===== src/rtl/rsa_core_arbiter.sv =====
// rsa_core_arbiter: round-robin sharing of one rsa_rfid modexp core among N_REQ channels,
// with operand capture, go/done handshake, result return and a watchdog for a hung core.
module rsa_core_arbiter #(
  parameter int unsigned N_REQ = 4,
  parameter int unsigned W     = 32,
  parameter int unsigned TO_W  = 20
) (
  input  logic               clk,
  input  logic               reset,
  input  logic [N_REQ-1:0]   req,
  input  logic [N_REQ*W-1:0] req_text,
  input  logic [N_REQ*W-1:0] req_key,
  input  logic [N_REQ*W-1:0] req_mod,
  output logic [N_REQ-1:0]   ack,
  output logic [N_REQ-1:0]   rsp_valid,
  output logic [W-1:0]       rsp_text,
  output logic               rsp_err,
  output logic               busy,
  output logic               core_reset,
  output logic [W-1:0]       core_input_text,
  output logic [W-1:0]       core_key,
  output logic [W-1:0]       core_mod,
  output logic               core_go,
  input  logic               core_done,
  input  logic [W-1:0]       core_output_text
);

  localparam int unsigned SelW = $clog2(N_REQ);

  typedef enum logic [2:0] {StIdle, StLaunch, StWait, StResp, StFlush} state_e;

  state_e          state_q, state_d;
  logic [SelW-1:0] sel_q, rr_ptr_q;
  logic [SelW-1:0] grant_idx, cand;
  logic            grant_found;
  logic            armed_q;
  logic [TO_W-1:0] wd_q;
  logic            wd_term;
  logic [1:0]      flush_cnt_q;
  logic [W-1:0]    res_q;

  assign wd_term = (wd_q == {TO_W{1'b1}});

  // Scan starts just after the last grant, so the previous winner has lowest priority.
  always_comb begin
    grant_found = 1'b0;
    grant_idx   = '0;
    cand        = '0;
    for (int unsigned k = 1; k <= N_REQ; k++) begin
      cand = SelW'((32'(rr_ptr_q) + k) % N_REQ);
      if (!grant_found && req[cand]) begin
        grant_found = 1'b1;
        grant_idx   = cand;
      end
    end
  end

  always_ff @(posedge clk) begin
    if (reset) begin
      state_q <= StIdle;
    end else begin
      state_q <= state_d;
    end
  end

  always_comb begin
    state_d = state_q;
    unique case (state_q)
      StIdle:   if (grant_found) state_d = StLaunch;
      StLaunch: state_d = StWait;
      StWait: begin
        // done beats a simultaneous watchdog terminal count
        if (armed_q && core_done) state_d = StResp;
        else if (wd_term)         state_d = StFlush;
      end
      StResp:   state_d = StIdle;
      StFlush:  if (flush_cnt_q == 2'd2) state_d = StIdle;
      default:  state_d = StIdle;
    endcase
  end

  always_ff @(posedge clk) begin
    if (reset) begin
      sel_q           <= '0;
      rr_ptr_q        <= SelW'(N_REQ - 1);
      armed_q         <= 1'b0;
      wd_q            <= '0;
      flush_cnt_q     <= '0;
      res_q           <= '0;
      core_input_text <= '0;
      core_key        <= '0;
      core_mod        <= '0;
    end else begin
      if (state_q == StFlush) flush_cnt_q <= flush_cnt_q + 2'd1;
      else                    flush_cnt_q <= '0;
      case (state_q)
        StIdle: begin
          if (grant_found) begin
            sel_q           <= grant_idx;
            rr_ptr_q        <= grant_idx;
            core_input_text <= req_text[32'(grant_idx)*W +: W];
            core_key        <= req_key[32'(grant_idx)*W +: W];
            core_mod        <= req_mod[32'(grant_idx)*W +: W];
          end
        end
        StLaunch: begin
          wd_q    <= '0;
          armed_q <= 1'b0;
        end
        StWait: begin
          wd_q <= wd_q + TO_W'(1);
          // a done level left over from the previous operation is ignored until it drops
          if (!core_done) armed_q <= 1'b1;
          if (armed_q && core_done) res_q <= core_output_text;
        end
        default: ;
      endcase
    end
  end

  always_comb begin
    ack        = '0;
    rsp_valid  = '0;
    rsp_text   = '0;
    rsp_err    = 1'b0;
    busy       = 1'b0;
    core_go    = 1'b0;
    core_reset = reset;
    if (!reset) begin
      unique case (state_q)
        StIdle: ;
        StLaunch: begin
          busy       = 1'b1;
          ack[sel_q] = 1'b1;
          core_go    = 1'b1;
        end
        StWait: busy = 1'b1;
        StResp: begin
          busy             = 1'b1;
          rsp_valid[sel_q] = 1'b1;
          rsp_text         = res_q;
        end
        StFlush: begin
          busy = 1'b1;
          if (flush_cnt_q == 2'd2) begin
            rsp_valid[sel_q] = 1'b1;
            rsp_err          = 1'b1;
          end else begin
            core_reset = 1'b1;
          end
        end
        default: ;
      endcase
    end
  end

endmodule


===== config.mk =====
export PLATFORM = sky130hd
export DESIGN_NAME = rsa_core_arbiter
export DESIGN_NICKNAME = d
export VERILOG_FILES = /design/src/rtl/rsa_core_arbiter.sv
export SDC_FILE = /design/constraint.sdc
export NUM_CORES = 1
export LEC_CHECK = 0
export CAP_MARGIN = 30
export CORE_AREA = 4 4 215 217
export CTS_CLUSTER_SIZE = 8
export DETAILED_ROUTE_END_ITERATION = 6
export DIE_AREA = 0 0 219 221
export PLACE_DENSITY = 0.48
export SLEW_MARGIN = 20
export SYNTH_ARGS = -nofsm -noshare
export SYNTH_HDL_FRONTEND = slang
export SYNTH_SLANG_ARGS = --single-unit

===== constraint.sdc =====
create_clock -name clk -period 2 [get_ports clk]
set_clock_uncertainty 0.1 [all_clocks]
set_input_delay 0.4 -clock clk [delete_from_list [all_inputs] [get_ports clk]]
set_output_delay 0.4 -clock clk [all_outputs]
set_load 0.03 [all_outputs]

==> results.toml <==
[min_path]
hp-class = "flop to flop"
holdPathStages = 1
min_to = "flush_cnt_q[0]"
min-delay-start = "flush_cnt_q[0]"

[sta]
setup_tns_ps = -21930
setup_viol = 138
clock.fmax_mhz = 446
fin_crit_ps = 2240
max-slew-margin-rel_pct = 67.4
drv_slew = 0
finalHoldViolations = 0
worst_pin_slew_ps = 491
rsz0062_at_grt = "true"
post-route-period-util_pct = 112
finalWorstSetupSlack_ps = -242

[finish]
final_area_sq_um = 17400
fillers = 4460
area_growth_syn_to_layout_pct = 111
layout-drive-gt1-share_pct = 23.4
layout_commonest_cell = "clkdlybuf4s50_1"
fin_util_pct = 39.4
fin_nets = 1968
final_cell_mix = "clkdlybuf4s50_1 (418), nand2_1 (182), mux2i_1 (182)"

[cts]
cts_hold_buf = 0
root_buffer = "clkbuf_16"
clkTransAtPathRegs_ps = 60
cts_tree = "built"
cts.sinks = 158
htree_levels = 4
numCtsBuffers = 17
clock_path_buffers = 2
insertion_delay_ps = 450

[power_and_ir_drop]
power_frac_seq_pct = 28.8
intPower_uw = 8550
switchingPower_uw = 4760
power.share.switching_pct = 35.8
irDropWorstVdd_mv = 0.560
comb_power_share_pct = 44.3
clockPowerShare_pct = 26.9
powerDensity_nw_per_um2 = 766
p_leak_uw = 0.00734

[run]
maxCapViolCount = 0

[synthesis]
ys_async_sr_fraction_pct = 0
seq_area_frac_synth_pct = 38.5
syn_nets = 1345
ys.flop_type = "dfxtp_1"
synth-compound-area-share_pct = 16.1
synthCells = 920
yosys_warnings = 0
syn_avg_cell_area_sq_um = 8.93
synth_top_family_by_area = "multiplexers"
ys_ff_latch = 158
yosysUniqueCellTypes = 44
synth-xor-area-share_pct = 0
syn_area_sq_um = 8220
synthMuxAreaShare_pct = 24.1
yosys.area_share.simple_pct = 16.6
synth-edff-count = 0
synth_fa_ha_area_share_pct = 0.305

[critical_path]
reg2reg_depth = 7
end_kind = "output pin"
crit_type = "flop to output pin"
required_ps = 1500
cp_max_fo = 5
reg2reg_slack_ps = -220
r2r-start = "rr_ptr_q[1]"
cp.arrival_ps = 1740
cp-start-kind = "flop"
r2r_end = "core_input_text[0]"

[place]
place_congestion = 0.854
port_buffers = 562
dp_hpwl_mm = 36.7
placed_area_sq_um = 15500
detailedPlace.worstSlack_ps = -930

[floorplanning]
die_area_sq_um = 48400
rows = 77
start_util_pct = 18.6
ioPinCount = 563
chipHeight_microns = 221
dieWidth_microns = 219
core_area_sq_um = 44100

[run_status]
violations = "negative setup slack"
outcome = "finished with violations"

[global_route]
grtUsageTotal_pct = 18.7
grt_overflow = 0
antenna_found_initial = 8
grt_pass1_wl_mm = 67.2
grt_max_degree = 35
grt_pass1_vias = 9907

[route]
wl_per_cell_microns = 22.2
vias_per_cell = 4.52
drc = 0
drt_iter0_markers = 371
routed_wl_mm = 47.8
dr.pass1.iters = 4
ant_nets = 0
vias = 9728
==> worst max-delay path, stage by stage, from the launching register on <==
cell	delay, ps
dfxtp_4	370
or3_4	460
buf_6	150
nor3_4	160
buf_12	150
==> power groups by stage <==
stage / registers [uW] / clock network (uW) / logic (uW)
after CTS: 3830 / 3700 / 5800
after global routing: 3880 / 3820 / 6220
final: 3830 / 3570 / 5900
after detailed placement: 3910 / 0 / 5450
after floorplan: 4680 / 0 / 1910
after global placement: 3900 / 0 / 5430
==> registers in the layout, indices dropped and copies added (netlist names) <==
signal,cells
state_q,3
core_mod,32
res_q,32
wd_q,20
core_key,32
rr_ptr_q,2
sel_q,2
flush_cnt_q,2
core_input_text,32
armed_q,1
==> worst max path at each step <==
stage | start | end | slack, ps | cells after the start
floorplan | state_q[0] | ack[0] | -120 | 6
global placement | req[1] | core_mod[24] | -980 | 11
detailed placement | req[1] | core_mod[24] | -930 | 11
CTS | state_q[1] | ack[2] | -310 | 4
global route | state_q[1] | ack[2] | -330 | 4
finish | state_q[1] | ack[2] | -240 | 4
==> Yosys cell counts, types with 5 or more instances <==
master | n | area share, %
or2_2 | 5 | 0.38
o21ai_0 | 7 | 0.43
mux2i_1 | 192 | 23
inv_1 | 8 | 0.37
clkbuf_1 | 56 | 2.6
or3_1 | 6 | 0.46
o211ai_1 | 6 | 0.55
buf_2 | 6 | 0.37
nand3_1 | 10 | 0.61
and2_1 | 33 | 2.5
o311ai_0 | 6 | 0.64
dfxtp_1 | 158 | 39
or4_1 | 9 | 0.82
buf_1 | 10 | 0.46
a21oi_1 | 54 | 3.3
nand2_1 | 184 | 8.4
o221ai_1 | 96 | 10
nor2_1 | 18 | 0.82
buf_6 | 5 | 0.69
nor3_1 | 12 | 0.73
==> kinds of logic (layout without fill, tap and decap cells) <==
group,count (synthesis),in the layout
AND/OR/NAND/NOR,298,298
other,0,5
adder cells (fa/ha/maj),2,2
AO/OA/AOI/OAI,180,180
flip-flops,158,158
multiplexers,197,197
buffers and inverters,85,721
==> routing by layer <==
metal	vias up	wire length, microns	GRT usage [%]
met2	317	25500	35.5
met4	2	956	4.42
li1	4643	-	-
met1	4731	18000	20.0
met3	35	3320	5.68
met5	-	13	0
==> through the flow <==
step / hold WS (ps) / power (uW) / std cells
final: 312 / 13300 / 2153
after global routing: 312 / 13900 / 2150
after CTS: 294 / 13300 / 2144
after detailed placement: 303 / 9360 / 2088
after global placement: 301 / 9330 / 2088
after floorplan: 291 / 6580 / 920
==> what timing repair did <==
item	4_1_cts	5_1_grt
endpoints found under the setup margin	231	147
pin swaps	32	44
cloned	12	3
buffers inserted	14	6
resized for setup	239	65
==> area by class of cell <==
type,count,area (sq um),share of cell area [%]
repair buffers,681,7160,41.2
clock inverters,12,160,0.922
clock buffers,20,467,2.69
well taps,592,741,4.27
diodes,5,12.5,0.0721
inverters,8,30.0,0.173
flip-flops and latches,158,3180,18.3
multi-input cells,677,5620,32.3
No activity file was read; power rests on OpenSTA's default activity.
